[src/rtl/lzc_pkg.sv]
// Shared types and elaboration helpers for the pipelined leading/trailing-zero counter.
package lzc_pkg;

  localparam int unsigned LZC_ZW_MAX = 6;

  typedef enum logic {
    LZC_MODE_LEAD  = 1'b0,
    LZC_MODE_TRAIL = 1'b1
  } lzc_mode_e;

  typedef struct packed {
    logic                  v;
    logic [LZC_ZW_MAX-1:0] z;
  } lzc_node_t;

  function automatic int unsigned lzc_cw(input int unsigned width);
    return $clog2(width) + 1;
  endfunction

  // Merge level after which pipeline stage 'stage' places its register.
  function automatic int unsigned lzc_stage_level(input int unsigned stage,
                                                  input int unsigned levels,
                                                  input int unsigned stages);
    return (stage * levels + stages - 1) / stages;
  endfunction

  // True when an intermediate (non-output) stage register sits after 'level'.
  function automatic bit lzc_is_cut(input int unsigned level,
                                    input int unsigned levels,
                                    input int unsigned stages);
    for (int unsigned i = 1; i < stages; i++) begin
      if (lzc_stage_level(i, levels, stages) == level) return 1'b1;
    end
    return 1'b0;
  endfunction

endpackage

[src/rtl/lzc_merge.sv]
// Combines two (valid, zero-count) halves of an LZC tree into their parent node.
module lzc_merge
  import lzc_pkg::*;
#(
  parameter int unsigned ZW = 1
) (
  input  logic          i_vl,
  input  logic [ZW-1:0] i_zl,
  input  logic          i_vr,
  input  logic [ZW-1:0] i_zr,
  output logic          o_v_c,
  output logic [ZW:0]   o_z_c
);

  assign o_v_c = i_vl & i_vr;
  assign o_z_c = {i_vl, i_vl ? i_zr : i_zl};

endmodule

[src/rtl/lzc_pipe_module.sv]
// Pipelined leading/trailing-zero counter with valid/ready handshake.
// Define LZC_SKID_EN for a 2-entry output skid buffer and a registered oready.
module lzc_pipe_module
  import lzc_pkg::*;
#(
  parameter  int unsigned WIDTH  = 32,
  parameter  int unsigned STAGES = 2,
  localparam int unsigned CW     = lzc_cw(WIDTH)
) (
  input  logic             clock,
  input  logic             resetn,
  input  logic             ivalid,
  output logic             oready,
  input  logic [WIDTH-1:0] datain_a,
  input  logic             mode,
  output logic             ovalid,
  input  logic             iready,
  output logic [CW-1:0]    count,
  output logic             zero
);

  localparam int unsigned L = $clog2(WIDTH);

  logic              w_en;
  logic [WIDTH-1:0]  w_op;
  logic [STAGES-1:0] r_vld;
  logic [CW-1:0]     r_count;
  logic              r_zero;
  logic [CW-1:0]     w_count;
  lzc_node_t         w_root;

  // Trailing-zero mode reuses the leading-zero tree on the mirrored operand.
  always_comb begin
    w_op = datain_a;
    if (lzc_mode_e'(mode) == LZC_MODE_TRAIL) begin
      for (int unsigned i = 0; i < WIDTH; i++) w_op[i] = datain_a[WIDTH-1-i];
    end
  end

  for (genvar k = 1; k <= L; k++) begin : g_lvl
    localparam int unsigned NK = WIDTH >> k;
    logic [NK-1:0]        w_v;
    logic [NK-1:0]        w_pv;
    logic [NK-1:0][k-1:0] w_z;
    logic [NK-1:0][k-1:0] w_pz;

    if (k == 1) begin : g_leaf
      for (genvar j = 0; j < NK; j++) begin : g_node
        assign w_v[j] = ~|w_op[2*j +: 2];
        assign w_z[j] = ~w_op[2*j+1] & w_op[2*j];
      end
    end else begin : g_merge
      for (genvar j = 0; j < NK; j++) begin : g_node
        lzc_merge #(.ZW(k-1)) u_merge (
          .i_vl  (g_lvl[k-1].w_pv[2*j+1]),
          .i_zl  (g_lvl[k-1].w_pz[2*j+1]),
          .i_vr  (g_lvl[k-1].w_pv[2*j]),
          .i_zr  (g_lvl[k-1].w_pz[2*j]),
          .o_v_c (w_v[j]),
          .o_z_c (w_z[j])
        );
      end
    end

    if (lzc_is_cut(k, L, STAGES)) begin : g_cut
      logic [NK-1:0]        r_v;
      logic [NK-1:0][k-1:0] r_z;
      always_ff @(posedge clock) begin
        if (w_en) begin
          r_v <= w_v;
          r_z <= w_z;
        end
      end
      assign w_pv = r_v;
      assign w_pz = r_z;
    end else begin : g_pass
      assign w_pv = w_v;
      assign w_pz = w_z;
    end
  end

  // An all-zero operand reports WIDTH rather than the tree's saturated count.
  always_comb begin
    w_root   = '0;
    w_root.v = g_lvl[L].w_pv[0];
    w_root.z = LZC_ZW_MAX'(g_lvl[L].w_pz[0]);
    w_count  = w_root.v ? CW'(WIDTH) : CW'(w_root.z);
  end

  always_ff @(posedge clock or negedge resetn) begin
    if (!resetn) begin
      r_vld   <= '0;
      r_count <= '0;
      r_zero  <= 1'b0;
    end else if (w_en) begin
      r_vld   <= STAGES'({r_vld, ivalid});
      r_count <= w_count;
      r_zero  <= w_root.v;
    end
  end

`ifdef LZC_SKID_EN
  logic [1:0]    r_sk_cnt;
  logic [1:0]    w_sk_cnt_nxt;
  logic          r_oready;
  logic [CW-1:0] r_sk_count [2];
  logic [1:0]    r_sk_zero;
  logic          w_fin_vld;
  logic          w_push;
  logic          w_pop;
  logic          w_wr_idx;

  // Final stage bypasses the buffer only when it is empty and downstream is ready.
  assign w_fin_vld    = r_vld[STAGES-1];
  assign w_en         = r_oready;
  assign w_pop        = (r_sk_cnt != 2'd0) & iready;
  assign w_push       = w_en & w_fin_vld & ~((r_sk_cnt == 2'd0) & iready);
  assign w_wr_idx     = (r_sk_cnt == 2'd1) & ~w_pop;
  assign w_sk_cnt_nxt = r_sk_cnt + 2'(w_push) - 2'(w_pop);

  always_ff @(posedge clock or negedge resetn) begin
    if (!resetn) begin
      r_sk_cnt <= 2'd0;
      r_oready <= 1'b1;
    end else begin
      r_sk_cnt <= w_sk_cnt_nxt;
      r_oready <= (w_sk_cnt_nxt != 2'd2);
    end
  end

  always_ff @(posedge clock) begin
    if (w_pop) begin
      r_sk_count[0] <= r_sk_count[1];
      r_sk_zero[0]  <= r_sk_zero[1];
    end
    if (w_push) begin
      r_sk_count[w_wr_idx] <= r_count;
      r_sk_zero[w_wr_idx]  <= r_zero;
    end
  end

  assign oready = r_oready;
  assign ovalid = (r_sk_cnt != 2'd0) | w_fin_vld;
  assign count  = (r_sk_cnt != 2'd0) ? r_sk_count[0] : r_count;
  assign zero   = (r_sk_cnt != 2'd0) ? r_sk_zero[0]  : r_zero;
`else
  assign w_en   = ~r_vld[STAGES-1] | iready;
  assign oready = w_en;
  assign ovalid = r_vld[STAGES-1];
  assign count  = r_count;
  assign zero   = r_zero;
`endif

endmodule

[config.mk]
export PLATFORM = sky130hd
export DESIGN_NAME = lzc_pipe_module
export DESIGN_NICKNAME = d
export VERILOG_FILES = /design/src/rtl/lzc_pkg.sv /design/src/rtl/lzc_merge.sv /design/src/rtl/lzc_pipe_module.sv
export SDC_FILE = /design/constraint.sdc
export NUM_CORES = 1
export LEC_CHECK = 0
export CAP_MARGIN = 20
export CORE_MARGIN = 8
export CORE_UTILIZATION = 46
export DETAILED_ROUTE_END_ITERATION = 7
export PLACE_DENSITY = 0.78
export REMOVE_ABC_BUFFERS = 1
export SYNTH_ARGS = -nofsm -noshare
export SYNTH_HDL_FRONTEND = slang
export SYNTH_SLANG_ARGS = --single-unit
[constraint.sdc]
create_clock -name clock -period 2.45 [get_ports clock]
set_clock_uncertainty 0.05 [all_clocks]
set_input_delay 0.49 -clock clock [delete_from_list [all_inputs] [get_ports clock]]
set_output_delay 0.49 -clock clock [all_outputs]
set_load 0.02 [all_outputs]
==> run_results.csv, run 1 <==
group,metric,value,unit
layout,antennaDiodeCount,0,
synth,yosysWarnings,0,
sta,max_freq,447.2,MHz
routing,wl_met1,1629,µm
layout,drive_gt1_share,8.584,%
power,p_clk_share,19.4,%
clock_tree,htreeDepth,1,
floorplan,fp.dieArea,0.005647,mm²
sta,worst_pin_slew,0.3436,ns
synth,syn_inst,190,
place,gp_congestion,0.8240,
floorplan,start_util,48.22,%
global_route,grt_start_max_net_pins,44,
routing,met3WireLength,154,µm
layout,nets,271,
sta,layout_setup_ws,0.2137,ns
layout,area_growth,32.50,%
routing,drtAntennaViolNets,0,
synth,synth_edf_count,16,
synth,ys_seq_elements,24,
sta,fin_crit,2.236,ns
power,p_sw_share,27.80,%
synth,synth_compound_area_share,21.07,%
synth,synth_xor_area_share,0,%
worst_setup_path,startpoint_type,"primary input",
layout,final_util,63.89,%
power,combinationalPowerShare,29.9,%
place,io_buffers,45,
sta,final-setup-viol-count,0,
clock_tree,ctsResizeCount,0,
sta,relSlewSlack,77.02,%
global_route,grt_pass1_vias,1319,
clock_tree,cts_tree,"done",
routing,route.met2.wl,1636,µm
min_path,hold_path.class,"in2async",
clock_tree,clk_path_buf_depth,2,
power,p_switching,0.0002827,W
floorplan,rows,21,
synth,synth_top_family_by_area,"simple AND/OR/NAND/NOR gates",
synth,synth_simple_gate_area_share,25.19,%
place,dpl_worst_slack,0.1827,ns
synth,async_reset_ff_share,33.33,%
synth,synth.avg_cell_area,8.469,µm²
routing,first_pass_iters,4,
sta,rsz0062_at_grt,"no",
worst_setup_path,crit_type,"in2out",
power,p_seq_share,50.6,%
clock_tree,holdBufCountCts,0,
floorplan,coreArea,0.003337,mm²
power,max-vdd-ir-drop,0.1809,mV
run,max-cap-violations,0,
clock_tree,post-cts-setup-buffers,0,
global_route,grt_usage,12.45,%
sta,hold_viol,0,
routing,via_count,1439,
global_route,antenna_found_initial,0,
routing,drtIter0Drc,49,
power,cellPowerDensity,477.0,mW/mm²
sta,maxSlewViolCount,0,
global_route,gr-total-overflow,0,
routing,post_drt_wl_per_cell,12.32,µm
synth,ys_types,29,
synth,synth_fa_ha_area_share,0,%
worst_setup_path,crit_fanout,2,
layout,fillers,288,
routing,route.detailed.drc,0,
routing,highest_layer,"met4",
synth,netlist_area,0.001609,mm²
worst_setup_path,endpoint_kind,"output port",
floorplan,die_y,75.15,µm
synth,yosys-mux-area-fraction,3.733,%
global_route,grt_pass1_wl,5609,µm
floorplan,die_w,75.15,µm
run_status,outcome,"finished clean",
place,place_area,0.002096,mm²
routing,vias_per_cell,5.158,
routing,totalWireLength,3437,µm
synth,seq_area_frac_synth,42.30,%
sta,period_share,91.28,%
place,dp_hpwl,2809,µm
power,p_int,0.0007342,W
layout,postLayoutCellArea,0.002132,mm²
worst_setup_path,worst_ep_required_time,1.91,ns
worst_setup_path,crit_arrival,1.70,ns
synth,synth_flop_cell,"edfxtp_1",
power,p_leak,0.8753,nW
clock_tree,clockRootBuffer,"clkbuf_4",
sta,tns,0,ns
clock_tree,cts_sinks,24,
clock_tree,clk_latency,0.30,ns
clock_tree,clkTransAtPathRegs,0.12,ns
floorplan,num_io_pins,46,
clock_tree,cts_buffers,3,
[sequential cells by signal, indices dropped and copies added, names as in the netlist]
register / cells
count: 6
g_lvl.g_cut.r_z: 12
g_lvl.g_cut.r_v: 4
r_vld: 2
[worst max-delay path, stage by stage]
cell and delay (ns):
clkdlybuf4s50_1 0.41, nor2b_1 0.18, inv_1 0.08, clkdlybuf4s50_1 0.54
[Yosys cell counts (2+ instances only)]
| cell | instances | area [µm²] |
|---|---|---|
| nor3_1 | 21 | 105.1 |
| a221oi_2 | 3 | 45.04 |
| dfrtp_1 | 8 | 200.2 |
| or2_2 | 3 | 18.77 |
| nor3_2 | 3 | 30.03 |
| nor3b_1 | 2 | 15.01 |
| a21oi_1 | 37 | 185.2 |
| inv_1 | 18 | 67.56 |
| o21ai_0 | 8 | 40.04 |
| buf_2 | 3 | 15.01 |
| nand2b_1 | 10 | 62.56 |
| mux2i_1 | 6 | 60.06 |
| buf_6 | 2 | 22.52 |
| nor2_1 | 17 | 63.81 |
| or2_4 | 3 | 26.28 |
| edfxtp_1 | 16 | 480.5 |
| clkbuf_1 | 3 | 11.26 |
| nand2_1 | 11 | 41.29 |
| nor2b_1 | 6 | 37.54 |
[per-layer routing]
metal / track usage (%) / vias up
li1: - / 760
met1: 16.44 / 644
met2: 20.25 / 33
met3: 1.864 / 2
met4: 3.838 / 0
met5: 0 / -
[cells by family after synthesis]
group | count (synthesis)
and+or+nand+nor | 77
AOI/OAI and AO/OA | 56
DFF | 24
buffers and inverters | 27
muxes | 6
[layout by cell type (no fill, tap or decap), types with 3 or more instances in the layout]
master,n
nand2b_1,10
clkdlybuf4s50_1,45
nor3_1,21
mux2i_1,6
edfxtp_1,16
a21oi_1,37
o21ai_0,8
or2_4,3
or2_2,3
nor2b_1,6
nor3_2,3
nand2_1,11
nor2_1,17
a221oi_2,3
inv_1,18
dfrtp_1,8
clkbuf_4,3
[metrics by stage]
stage	instances	hold WS, ns	total power [W]
final	279	0.3898	0.001017
after global placement	275	0.3918	0.0008245
after CTS	279	0.3886	0.001028
after detailed placement	275	0.4011	0.0008302
after global routing	279	0.4001	0.001074
after floorplan	181	0.1444	0.0006614
[power by group through the flow]
stage / registers (W) / logic (W) / clock network [W]
after global placement: 0.000522 / 0.000303 / 0
after CTS: 0.000515 / 0.000307 / 0.000206
after floorplan: 0.000543 / 0.000118 / 0
after detailed placement: 0.000524 / 0.000306 / 0
after global routing: 0.000521 / 0.000333 / 0.000220
final: 0.000515 / 0.000305 / 0.000198
[final timing paths]
check | from | cells after the start | end | slack, ns
max | iready | 4 | oready | 0.21
min | resetn | 1 | count[4]$_DFFE_PN0P_ | 0.39
max reg2reg | r_vld[1]$_DFFE_PN0P_ | 5 | count[0]$_DFFE_PN0P_ | 1.13
min reg2reg | r_vld[0]$_DFFE_PN0P_ | 2 | r_vld[0]$_DFFE_PN0P_ | 0.43
max in group asynchronous | resetn | 1 | r_vld[0]$_DFFE_PN0P_ | 1.71
min in group clock | r_vld[0]$_DFFE_PN0P_ | 2 | r_vld[0]$_DFFE_PN0P_ | 0.43
[cell type report]
class	instances	area, µm²	area share (%)
Multi-Input combinational cell	139	804.5	37.73
Tap cell	46	57.56	2.700
Timing Repair Buffer	48	485.5	22.77
Clock buffer	4	36.28	1.702
Sequential cell	24	680.7	31.92
Inverter	18	67.56	3.169
Power figures use the tool's default switching activity.
==> run 2, diff against run 1 <==
Settings changed: CAP_MARGIN 20 to unset, PLACE_DENSITY 0.78 to 0.75, REMOVE_ABC_BUFFERS 1 to unset, SYNTH_HIERARCHICAL set to 1.
==> run_results.csv, run 2 <==
group,metric,value,unit
run_status,outcome,"finished clean",
clock_tree,holdBufCountCts,0,
global_route,grt_usage,12.46,%
synth,synth_common_cells,"28 x mux2_2, 24 x nor2_1, 18 x buf_4",
floorplan,num_io_pins,46,
layout,largest_reg_flops,12,
layout,seqCellArea,680.7,µm²
sta,tns,0,ns
run,max-cap-violations,0,
synth,syn_inst,173,
clock_tree,clk_path_buf_depth,2,
layout,area_growth,24.23,%
sta,period_share,91.09,%
synth,synth_fa_ha_area_share,0,%
synth,yosysTopAreaCell,"edfxtp_1",
floorplan,coreArea,0.004058,mm²
clock_tree,clkTransAtPathRegs,0.07,ns
layout,largest-register,"g_lvl.g_cut.r_z",
layout,antennaDiodeCount,0,
sta,relSlewSlack,76.07,%
worst_setup_path,crit_buf_inv,2,
floorplan,die_w,81.23,µm
synth,seq_area_frac_synth,34.78,%
power,p_clk_share,23.2,%
worst_setup_path,crit_type,"in2out",
floorplan,rows,23,
sta,worst_pin_slew,0.3578,ns
routing,via_count,1377,
power,max-vdd-ir-drop,0.2005,mV
global_route,grt_start_max_net_pins,30,
sta,whs,0.4258,ns
global_route,grt_pass1_wl,6658,µm
global_route,gr-total-overflow,0,
power,p_int,0.0008496,W
power,p_seq_share,44.8,%
clock_tree,cts_tree,"done",
floorplan,die_y,81.23,µm
synth,yosysWarnings,6,
synth,async_reset_ff_share,33.33,%
power,combinationalPowerShare,32.0,%
layout,final_util,59.91,%
synth,synth_flop_cell,"edfxtp_1",
sta,final-setup-viol-count,0,
synth,synth_edf_count,16,
routing,first_pass_iters,4,
layout,final_common_cell,"clkdlybuf4s50_1",
synth,ys_seq_elements,24,
worst_setup_path,path_common_cell,"clkdlybuf4s50_1",
clock_tree,clockRootBuffer,"clkbuf_8",
synth,synth_xor_area_share,0,%
clock_tree,clk_latency,0.27,ns
synth,netlist_area,0.001957,mm²
routing,route.detailed.drc,0,
worst_setup_path,cp_slowest_cell,"clkdlybuf4s50_1",
worst_setup_path,endpoint_kind,"output port",
synth,syn-num-nets,210,
power,p_sw_share,25.26,%
synth,yosys-mux-area-fraction,31.07,%
synth,synth.most_common_cell,"mux2_2",
routing,drtAntennaViolNets,0,
place,gp_congestion,0.8256,
global_route,grt_pass1_vias,1474,
worst_setup_path,crit_arrival,1.69,ns
worst_setup_path,crit_fanout,2,
layout,drive_gt1_share,36.36,%
clock_tree,htreeDepth,1,
sta,rsz0062_at_grt,"no",
clock_tree,post-cts-setup-buffers,0,
layout,multi_input_comb_area,0.001072,mm²
worst_setup_path,crit_family,"buffers and inverters",
synth,synth.avg_cell_area,11.31,µm²
worst_setup_path,worst_ep_required_time,1.91,ns
power,p_switching,0.0002872,W
global_route,antenna_found_initial,0,
routing,post_drt_wl_per_cell,15.60,µm
clock_tree,cts_buffers,3,
worst_setup_path,crit_chain,"clkdlybuf4s50_1 -> nand2b_1 -> clkdlybuf4s50_1",
clock_tree,ctsResizeCount,0,
power,cellPowerDensity,467.6,mW/mm²
sta,hold_viol,0,
routing,drtIter0Drc,77,
routing,totalWireLength,4041,µm
synth,yosysTopAreaCellShare,24.55,%
synth,synth_top_family_by_area,"multiplexers",
sta,maxSlewViolCount,0,
worst_setup_path,startpoint_type,"primary input",
layout,fillers,341,
power,total_power,0.001137,W
routing,vias_per_cell,5.317,
clock_tree,cts_sinks,24,
worst_setup_path,crit_path_max_incr_delay,0.62,ns
layout,nets,247,
synth,ys_types,17,
power,p_leak,1.021,nW
floorplan,fp.dieArea,0.006598,mm²
layout,final_cell_mix,"45 x clkdlybuf4s50_1, 28 x mux2_2, 24 x nor2_1, 16 x edfxtp_1",
synth,synthTopCellsByArea,"edfxtp_1 25%, mux2_2 16%, mux2_4 12%, dfrtp_1 10%, buf_4 6.9%",
min_path,hold_path.class,"reg2reg",
place,dp_hpwl,3358,µm
synth,synth_compound_area_share,9.591,%
place,io_buffers,45,
synth,synth_simple_gate_area_share,14.13,%
sta,max_freq,448.1,MHz
floorplan,start_util,48.23,%
sta,fin_crit,2.232,ns
-- run 2: cell count changes after synthesis, sizes merged, moves of 10 or more --
cell	previous run	this run
a21oi	37	0
mux2	0	49
nor3	24	0
inv	18	8
buf	6	22
and2	0	15
-- run 2: stage by stage --
| stage | instances | worst slack (ns) | cell area [µm²] |
|---|---|---|---|
| 4_1_cts | 259 | 0.1880 | 2431 |
| 3_3_place_gp | 255 | 0.001062 | 2376 |
| 5_1_grt | 259 | 0.1763 | 2431 |
| 2_1_floorplan | 173 | 0.5999 | 1957 |
| 6_report | 259 | 0.2182 | 2431 |
| 3_5_place_dp | 255 | -0.02199 | 2376 |
-- run 2: power groups by stage --
stage	registers [W]	logic, W	clock network [W]
after floorplan	0.000533	0.000214	0
after global placement	0.000517	0.000357	0
after detailed placement	0.000519	0.000365	0
after CTS	0.000510	0.000367	0.000272
after global routing	0.000515	0.000390	0.000289
final	0.000509	0.000364	0.000264
-- run 2: path summary, 6_finish.rpt --
kind                                                 start              endpoint  slack (ns)  cells past startpoint
max                                                 iready                oready        0.22                      3
min                                   r_vld[0]$_DFFE_PN0P_  r_vld[1]$_DFFE_PN0P_        0.43                      1
max reg2reg                g_lvl[3].g_cut.r_v[1]$_DFFE_PP_  count[0]$_DFFE_PN0P_        0.85                      4
min reg2reg                           r_vld[0]$_DFFE_PN0P_  r_vld[1]$_DFFE_PN0P_        0.43                      1
max in group asynchronous                           resetn  count[1]$_DFFE_PN0P_        1.64                      1
min in group asynchronous                           resetn  count[3]$_DFFE_PN0P_        0.44                      1
-- run 2: layer usage --
layer  up-vias  wire length [µm]  GRT usage (%)  part of all wire [%]
li1        679                 -              -                     -
met1       650              1757          14.16                    43
met2        43              2048          23.02                    51
met3         5               173          1.876                   4.3
met4         0                61          4.286                   1.5
met5         -                 0              0                     0
-- run 2: cells by family after synthesis --
family / after synthesis
flip-flops: 24
AO/OA/AOI/OAI: 16
AND/OR/NAND/NOR: 54
multiplexers: 49
buffers and inverters: 30
-- run 2: layout make-up --
class | count | share of cell area [%]
Multi-Input combinational cell | 119 | 44.11
Sequential cell | 24 | 28.00
Timing Repair Buffer | 54 | 21.82
Tap cell | 50 | 2.573
Clock buffer | 4 | 2.265
Inverter | 8 | 1.235
==> run 3, diff against run 2 <==
Settings changed: CORE_UTILIZATION 46 to 54, PLACE_DENSITY 0.75 to 0.86.
==> run_results.csv, run 3 (synthesized netlist as in run 2, its figures left out) <==
group,metric,value,unit
clock_tree,cts_buffers,3,
global_route,gr-total-overflow,0,
sta,hold_viol,0,
routing,via_count,1368,
worst_setup_path,r2r_cells,4,
floorplan,die_y,76.20,µm
worst_setup_path,startpoint_type,"primary input",
floorplan,die_w,76.20,µm
global_route,grt_usage,13.09,%
global_route,grt_start_max_net_pins,35,
sta,maxSlewViolCount,0,
clock_tree,clockRootBuffer,"clkbuf_4",
floorplan,coreArea,0.003578,mm²
place,gp_congestion,0.8735,
clock_tree,cts_tree,"done",
run,max-cap-violations,0,
layout,largest_reg_flops,12,
clock_tree,htreeDepth,1,
global_route,grt_pass1_vias,1399,
routing,drtAntennaViolNets,0,
layout,stdcell_count,254,
floorplan,start_util,54.69,%
global_route,grt_pass1_wl,6396,µm
power,max-vdd-ir-drop,0.2071,mV
place,io_buffers,45,
place,place_inst,250,
place,place_area,0.002351,mm²
sta,rsz0062_at_grt,"no",
worst_setup_path,worst_ep_required_time,1.91,ns
global_route,antenna_found_initial,0,
clock_tree,clk_latency,0.31,ns
power,p_leak,0.9990,nW
layout,area_growth,21.99,%
clock_tree,cts_sinks,24,
worst_setup_path,crit_fanout,2,
routing,vias_per_cell,5.386,
layout,fillers,273,
place,dpl_worst_slack,-0.03916,ns
layout,nets,244,
routing,drtIter0Drc,60,
clock_tree,holdBufCountCts,0,
layout,postLayoutCellArea,0.002387,mm²
clock_tree,ctsResizeCount,0,
power,total_power,0.001073,W
routing,first_pass_iters,4,
layout,seqCellArea,680.7,µm²
worst_setup_path,crit_path_start,"iready",
worst_setup_path,endpoint_kind,"output port",
sta,final-setup-viol-count,0,
worst_setup_path,r2r-start,"g_lvl[3].g_cut.r_v[1]$_DFFE_PP_",
sta,fin_crit,2.228,ns
sta,relSlewSlack,75.80,%
floorplan,num_io_pins,46,
layout,final_cell_mix,"45 x clkdlybuf4s50_1, 28 x mux2_2, 24 x nor2_1, 16 x edfxtp_1",
layout,multi_input_comb_area,0.001072,mm²
sta,worst_pin_slew,0.3619,ns
worst_setup_path,crit_arrival,1.69,ns
sta,period_share,90.95,%
routing,route.detailed.drc,0,
floorplan,rows,22,
place,dp_hpwl,3228,µm
floorplan,fp.dieArea,0.005806,mm²
run_status,outcome,"finished clean",
layout,final_common_cell,"clkdlybuf4s50_1",
clock_tree,clk_path_buf_depth,2,
sta,max_freq,448.8,MHz
layout,drive_gt1_share,35.44,%
layout,largest-register,"g_lvl.g_cut.r_z",
min_path,hold_path.class,"in2async",
worst_setup_path,crit_type,"in2out",
layout,antennaDiodeCount,0,
clock_tree,clkTransAtPathRegs,0.12,ns
routing,totalWireLength,3917,µm
clock_tree,post-cts-setup-buffers,0,
sta,layout_setup_ws,0.2217,ns
routing,post_drt_wl_per_cell,15.42,µm
power,cellPowerDensity,449.4,mW/mm²
[run 3: cell type report]
cell class                      instances  share of cell area, %
Clock buffer                            4                  1.520
Timing Repair Buffer                   51                  21.28
Sequential cell                        24                  28.51
Tap cell                               48                  2.516
Multi-Input combinational cell        119                  44.92
Inverter                                8                  1.258
[run 3: path summary, 6_finish.rpt]
path	to	slack (ns)
worst max register to register	count[0]$_DFFE_PN0P_	0.83
worst min register to register	r_vld[1]$_DFFE_PN0P_	0.44
worst max-delay path	oready	0.22
max in group asynchronous	count[3]$_DFFE_PN0P_	1.71
min in group clock	r_vld[1]$_DFFE_PN0P_	0.44
worst min-delay path	count[0]$_DFFE_PN0P_	0.39
[run 3: stage by stage]
step / setup TNS, ns / utilization [%] / hold slack (ns)
6_report: 0 / 66.71 / 0.3867
5_1_grt: 0 / 66.71 / 0.4079
4_1_cts: 0 / 66.71 / 0.3852
3_5_place_dp: -0.09849 / 65.70 / 0.4047
3_3_place_gp: -0.007628 / 65.70 / 0.3965
2_1_floorplan: 0 / - / 0.1444
[run 3: metal layers]
metal	share of wire [%]	global-route usage [%]	vias to the layer above
met5	0	0	-
met3	4.8	2.358	9
met4	3.1	7.308	0
met2	49	22.28	55
met1	43	15.08	630
li1	-	-	674
[run 3: power by group]
group	leakage, nW	switching, W	internal, W	total (W)
Combinational	0.706	0.000146	0.000215	0.000361
Sequential	0.272	0.0000210	0.000488	0.000509
Clock	0.0210	0.000112	0.0000909	0.000203
[run 3: worst max-delay path, cell delays in order]
cell and delay (ns):
clkdlybuf4s50_1 0.44, nand2b_1 0.14, clkdlybuf4s50_1 0.62
